[src/rtl/lm32_ram_pkg.sv]
// Shared types and helpers for the lm32 RAM flush controller.
package lm32_ram_pkg;

  typedef enum logic {
    ST_IDLE  = 1'b0,
    ST_SWEEP = 1'b1
  } state_t;

  // Highest address of a RAM with 2^aw entries.
  function automatic logic [31:0] last_addr(input int unsigned aw);
    return (32'd1 << aw) - 32'd1;
  endfunction

endpackage

[src/rtl/lm32_ram_flush_ctrl.sv]
// Write-port controller that sweeps a dual-port RAM to a fill value on request.
// Macro LM32_RAM_FLUSH_ON_RESET_EN makes reset start a sweep instead of idling.
module lm32_ram_flush_ctrl
  import lm32_ram_pkg::*;
#(
  parameter int                    addr_width = 8,
  parameter int                    data_width = 32,
  parameter logic [data_width-1:0] fill_value = '0
) (
  input  logic                  clk_i,
  input  logic                  rst_i,
  input  logic                  flush_i,
  input  logic                  we_i,
  input  logic [addr_width-1:0] waddr_i,
  input  logic [data_width-1:0] wdata_i,
  input  logic [addr_width-1:0] raddr_i,
  output logic [data_width-1:0] rdata_o,
  output logic                  rvalid_o,
  output logic                  busy_o,
  output logic                  done_o,
  output logic                  ram_we_o,
  output logic [addr_width-1:0] ram_waddr_o,
  output logic [data_width-1:0] ram_wdata_o,
  output logic [addr_width-1:0] ram_raddr_o,
  input  logic [data_width-1:0] ram_rdata_i
);

  localparam logic [addr_width-1:0] cnt_last = addr_width'(last_addr(addr_width));

`ifdef LM32_RAM_FLUSH_ON_RESET_EN
  localparam state_t reset_state = ST_SWEEP;
`else
  localparam state_t reset_state = ST_IDLE;
`endif

  state_t                state;
  state_t                state_next;
  logic [addr_width-1:0] cnt;
  logic [addr_width-1:0] cnt_next;
  logic                  done_next;

  // rvalid tracks the state the RAM's registered read address will be sampled in.
  always_ff @(posedge clk_i or posedge rst_i) begin
    if (rst_i) begin
      state    <= reset_state;
      cnt      <= '0;
      done_o   <= 1'b0;
      rvalid_o <= 1'b0;
    end else begin
      state    <= state_next;
      cnt      <= cnt_next;
      done_o   <= done_next;
      rvalid_o <= (state_next != ST_SWEEP);
    end
  end

  // A flush always restarts from address 0, even on the final sweep address.
  always_comb begin
    state_next = state;
    cnt_next   = cnt;
    done_next  = 1'b0;
    case (state)
      ST_IDLE: begin
        if (flush_i) begin
          state_next = ST_SWEEP;
          cnt_next   = '0;
        end
      end
      ST_SWEEP: begin
        if (flush_i) begin
          cnt_next = '0;
        end else begin
          cnt_next = cnt + addr_width'(1);
          if (cnt == cnt_last) begin
            state_next = ST_IDLE;
            done_next  = 1'b1;
          end
        end
      end
      default: begin
        state_next = ST_IDLE;
        cnt_next   = '0;
      end
    endcase
  end

  assign busy_o = (state == ST_SWEEP);

  always_comb begin
    ram_we_o    = we_i;
    ram_waddr_o = waddr_i;
    ram_wdata_o = wdata_i;
    if (busy_o) begin
      ram_we_o    = 1'b1;
      ram_waddr_o = cnt;
      ram_wdata_o = fill_value;
    end
  end

  assign ram_raddr_o = raddr_i;
  assign rdata_o     = ram_rdata_i;

endmodule
[config.mk]
export PLATFORM = sky130hd
export DESIGN_NAME = lm32_ram_flush_ctrl
export DESIGN_NICKNAME = d
export VERILOG_FILES = /design/src/rtl/lm32_ram_pkg.sv /design/src/rtl/lm32_ram_flush_ctrl.sv
export SDC_FILE = /design/constraint.sdc
export NUM_CORES = 1
export LEC_CHECK = 0
export CAP_MARGIN = 20
export CORE_ASPECT_RATIO = 1.1
export CORE_MARGIN = 2
export CORE_UTILIZATION = 25
export DETAILED_ROUTE_END_ITERATION = 6
export PLACE_DENSITY = 0.87
export SKIP_CTS_REPAIR_TIMING = 1
export SYNTH_ARGS = -nofsm -noshare
export SYNTH_HDL_FRONTEND = slang
export SYNTH_SLANG_ARGS = --single-unit
[constraint.sdc]
create_clock -name clk_i -period 2.4 [get_ports clk_i]
set_input_delay 0.48 -clock clk_i [delete_from_list [all_inputs] [get_ports clk_i]]
set_output_delay 0.48 -clock clk_i [all_outputs]
set_load 0.05 [all_outputs]
==> impl_metrics.tcl <==
set metrics [dict create \
    outcome "complete, no violations" \
    port_buffers 87 \
    die_y_um 73.9 \
    ys_seq_elements 11 \
    detail_route.wl_per_cell_um 13.4 \
    start_kind "register" \
    drt_iter0_drc 25 \
    fin_nets 265 \
    row_count 25 \
    synth_area_mm2 0.00111 \
    power_frac_clock 0.367 \
    syn-num-nets 218 \
    hpwlAfterDp_um 2530 \
    initial_core_util 0.259 \
    antenna_found_initial 0 \
    clk_latency_ns 0.23 \
    stdcell_count 233 \
    ys_seq_area_frac 0.248 \
    finalSetupTns_ns 0 \
    vias 1015 \
    synth.avg_cell_area_um2 8.34 \
    final_max_slew_viol_count 0 \
    critPathMaxFanout 31 \
    syn_to_final_growth_pct 88.8 \
    synth_ff_type "dfrtp_1" \
    cts.sinks 11 \
    cts_tree "done" \
    first_global_vias 1009 \
    powerDensity_mw_per_mm2 237 \
    cts_root_buf "clkbuf_8" \
    fmax_mhz 476 \
    end_kind "primary output" \
    synthArstFlopShare 1.00 \
    final_common_cell "clkdlybuf4s50_1" \
    clockBufferDepth 2 \
    placed_cells 229 \
    grt_max_degree 32 \
    finalSetupViolations 0 \
    skew_ns 0.00155 \
    p_sw_frac 0.222 \
    power_switching_mw 0.110 \
    ir_worst_vdd_v 0.000152 \
    p_total_mw 0.498 \
    synth_cell_types 24 \
    p_seq_frac 0.396 \
    comb_power_share 0.236 \
    drtPass1Iterations 4 \
    ant_nets 0 \
    max_slew_margin 0.588 \
    critPathKind "reg2out" \
    final-hold-violation-count 0 \
    grt-ovfl-total 0 \
    worst_pin_slew_ns 0.618 \
    finalCritPeriodShare 0.876 \
    core_mm2 0.00429 \
    io_pins 168 \
    die_area_mm2 0.00499 \
    hold_class "in2async" \
    cts-htree-levels 1 \
    fin_area_mm2 0.00210 \
    antenna_cells 0 \
    required_ns 1.92 \
    final_layout_size_suffix_gt1_frac 0.324 \
    grt_usage 0.121 \
    cap_violations 0 \
    via_per_inst 4.36 \
    synth_edf_count 0 \
    place_area_mm2 0.00205 \
    reg2reg_slack_ns 0.55 \
    yosysWarnings 0 \
    layout_common_cells "clkdlybuf4s50_1, buf_12, nor2b_1, dfrtp_1" \
    fin_crit_ns 2.10 \
    netlist_instances 133 \
    clkTransAtPathRegs_ns 0.05 \
    power.leakage_nw 0.842 \
    gp_congestion 0.736 \
    worstPathArrival_ns 1.62 \
    drc 0 \
    fp.dieW_um 67.5 \
    grt_setup_unrepaired "false" \
    wirelength_um 3120 \
    intPower_mw 0.387 \
    grt_pass1_wl_um 4600 \
    cts_made_buffers 3 \
]
-- cells in the mapped netlist, types with 2 or more instances --
cell type / instances / area, um^2
buf_4: 40 / 300
nor2b_1: 33 / 206
dfrtp_1: 11 / 275
mux2_2: 9 / 101
nor2_1: 7 / 26.3
a21oi_1: 3 / 15.0
buf_2: 3 / 15.0
clkbuf_1: 3 / 11.3
inv_1: 3 / 11.3
nand2_1: 3 / 11.3
nand4_1: 2 / 12.5
or3_1: 2 / 12.5
xnor2_1: 2 / 17.5
xor2_1: 2 / 17.5
-- cell type report --
type / count / area [um^2]
timing repair buffer: 88 / 1200
tap: 54 / 67.6
clock buffer: 4 / 45.0
inverter: 3 / 11.3
fill: 385 / 2190
sequential: 11 / 277
multi-input combinational: 73 / 497
-- kinds of logic after synthesis --
kind of cell,share of synthesized area
flip-flops,0.248
XOR/XNOR,0.0316
adder cells (fa/ha/maj),0.0113
AND/OR/NAND/NOR,0.273
buffers and inverters,0.304
AO/OA/AOI/OAI,0.0316
multiplexers,0.100
-- power groups by stage --
stage / logic [mW] / registers (mW) / clock network (mW)
detailed placement: 0.119 / 0.200 / 0
floorplan: 0.221 / 0.198 / 0
finish: 0.118 / 0.197 / 0.183
global route: 0.126 / 0.198 / 0.195
CTS: 0.120 / 0.197 / 0.188
global placement: 0.116 / 0.200 / 0
-- worst max-delay path, cell delays in order, from the launching register on --
cell and delay (ns):
dfrtp_2 0.76, buf_4 0.34, nor2b_1 0.11, buf_12 0.16
-- through the flow --
step / hold WS (ns) / worst slack, ns / utilization
finish: 0.532 / 0.297 / 0.489
global route: 0.574 / 0.204 / 0.489
CTS: 0.545 / 0.281 / 0.489
detailed placement: 0.566 / 0.546 / 0.479
global placement: 0.559 / 0.544 / 0.479
floorplan: 0.332 / 0.159 / -
-- sequential cells by signal, indices dropped and copies added (netlist names) --
register / cells
done_o: 1
cnt: 8
rvalid_o: 1
busy_o: 1
-- metal layers --
layer	GRT usage	vias up	routed length (um)
li1	-	472	-
met1	0.138	462	1150
met2	0.196	65	1530
met3	0.0306	16	344
met4	0.0794	0	97
met5	0	-	0
-- worst paths after layout --
path                       startpoint              end  cells past startpoint
max                            busy_o  ram_wdata_o[19]                      3
min                             rst_i           cnt[5]                      2
min in group clk_i             cnt[7]           cnt[7]                      2
min reg2reg                    cnt[7]           cnt[7]                      2
max in group asynchronous       rst_i           busy_o                      2
max reg2reg                    busy_o           busy_o                      3
Note: power is estimated with default switching activity, not from simulation.
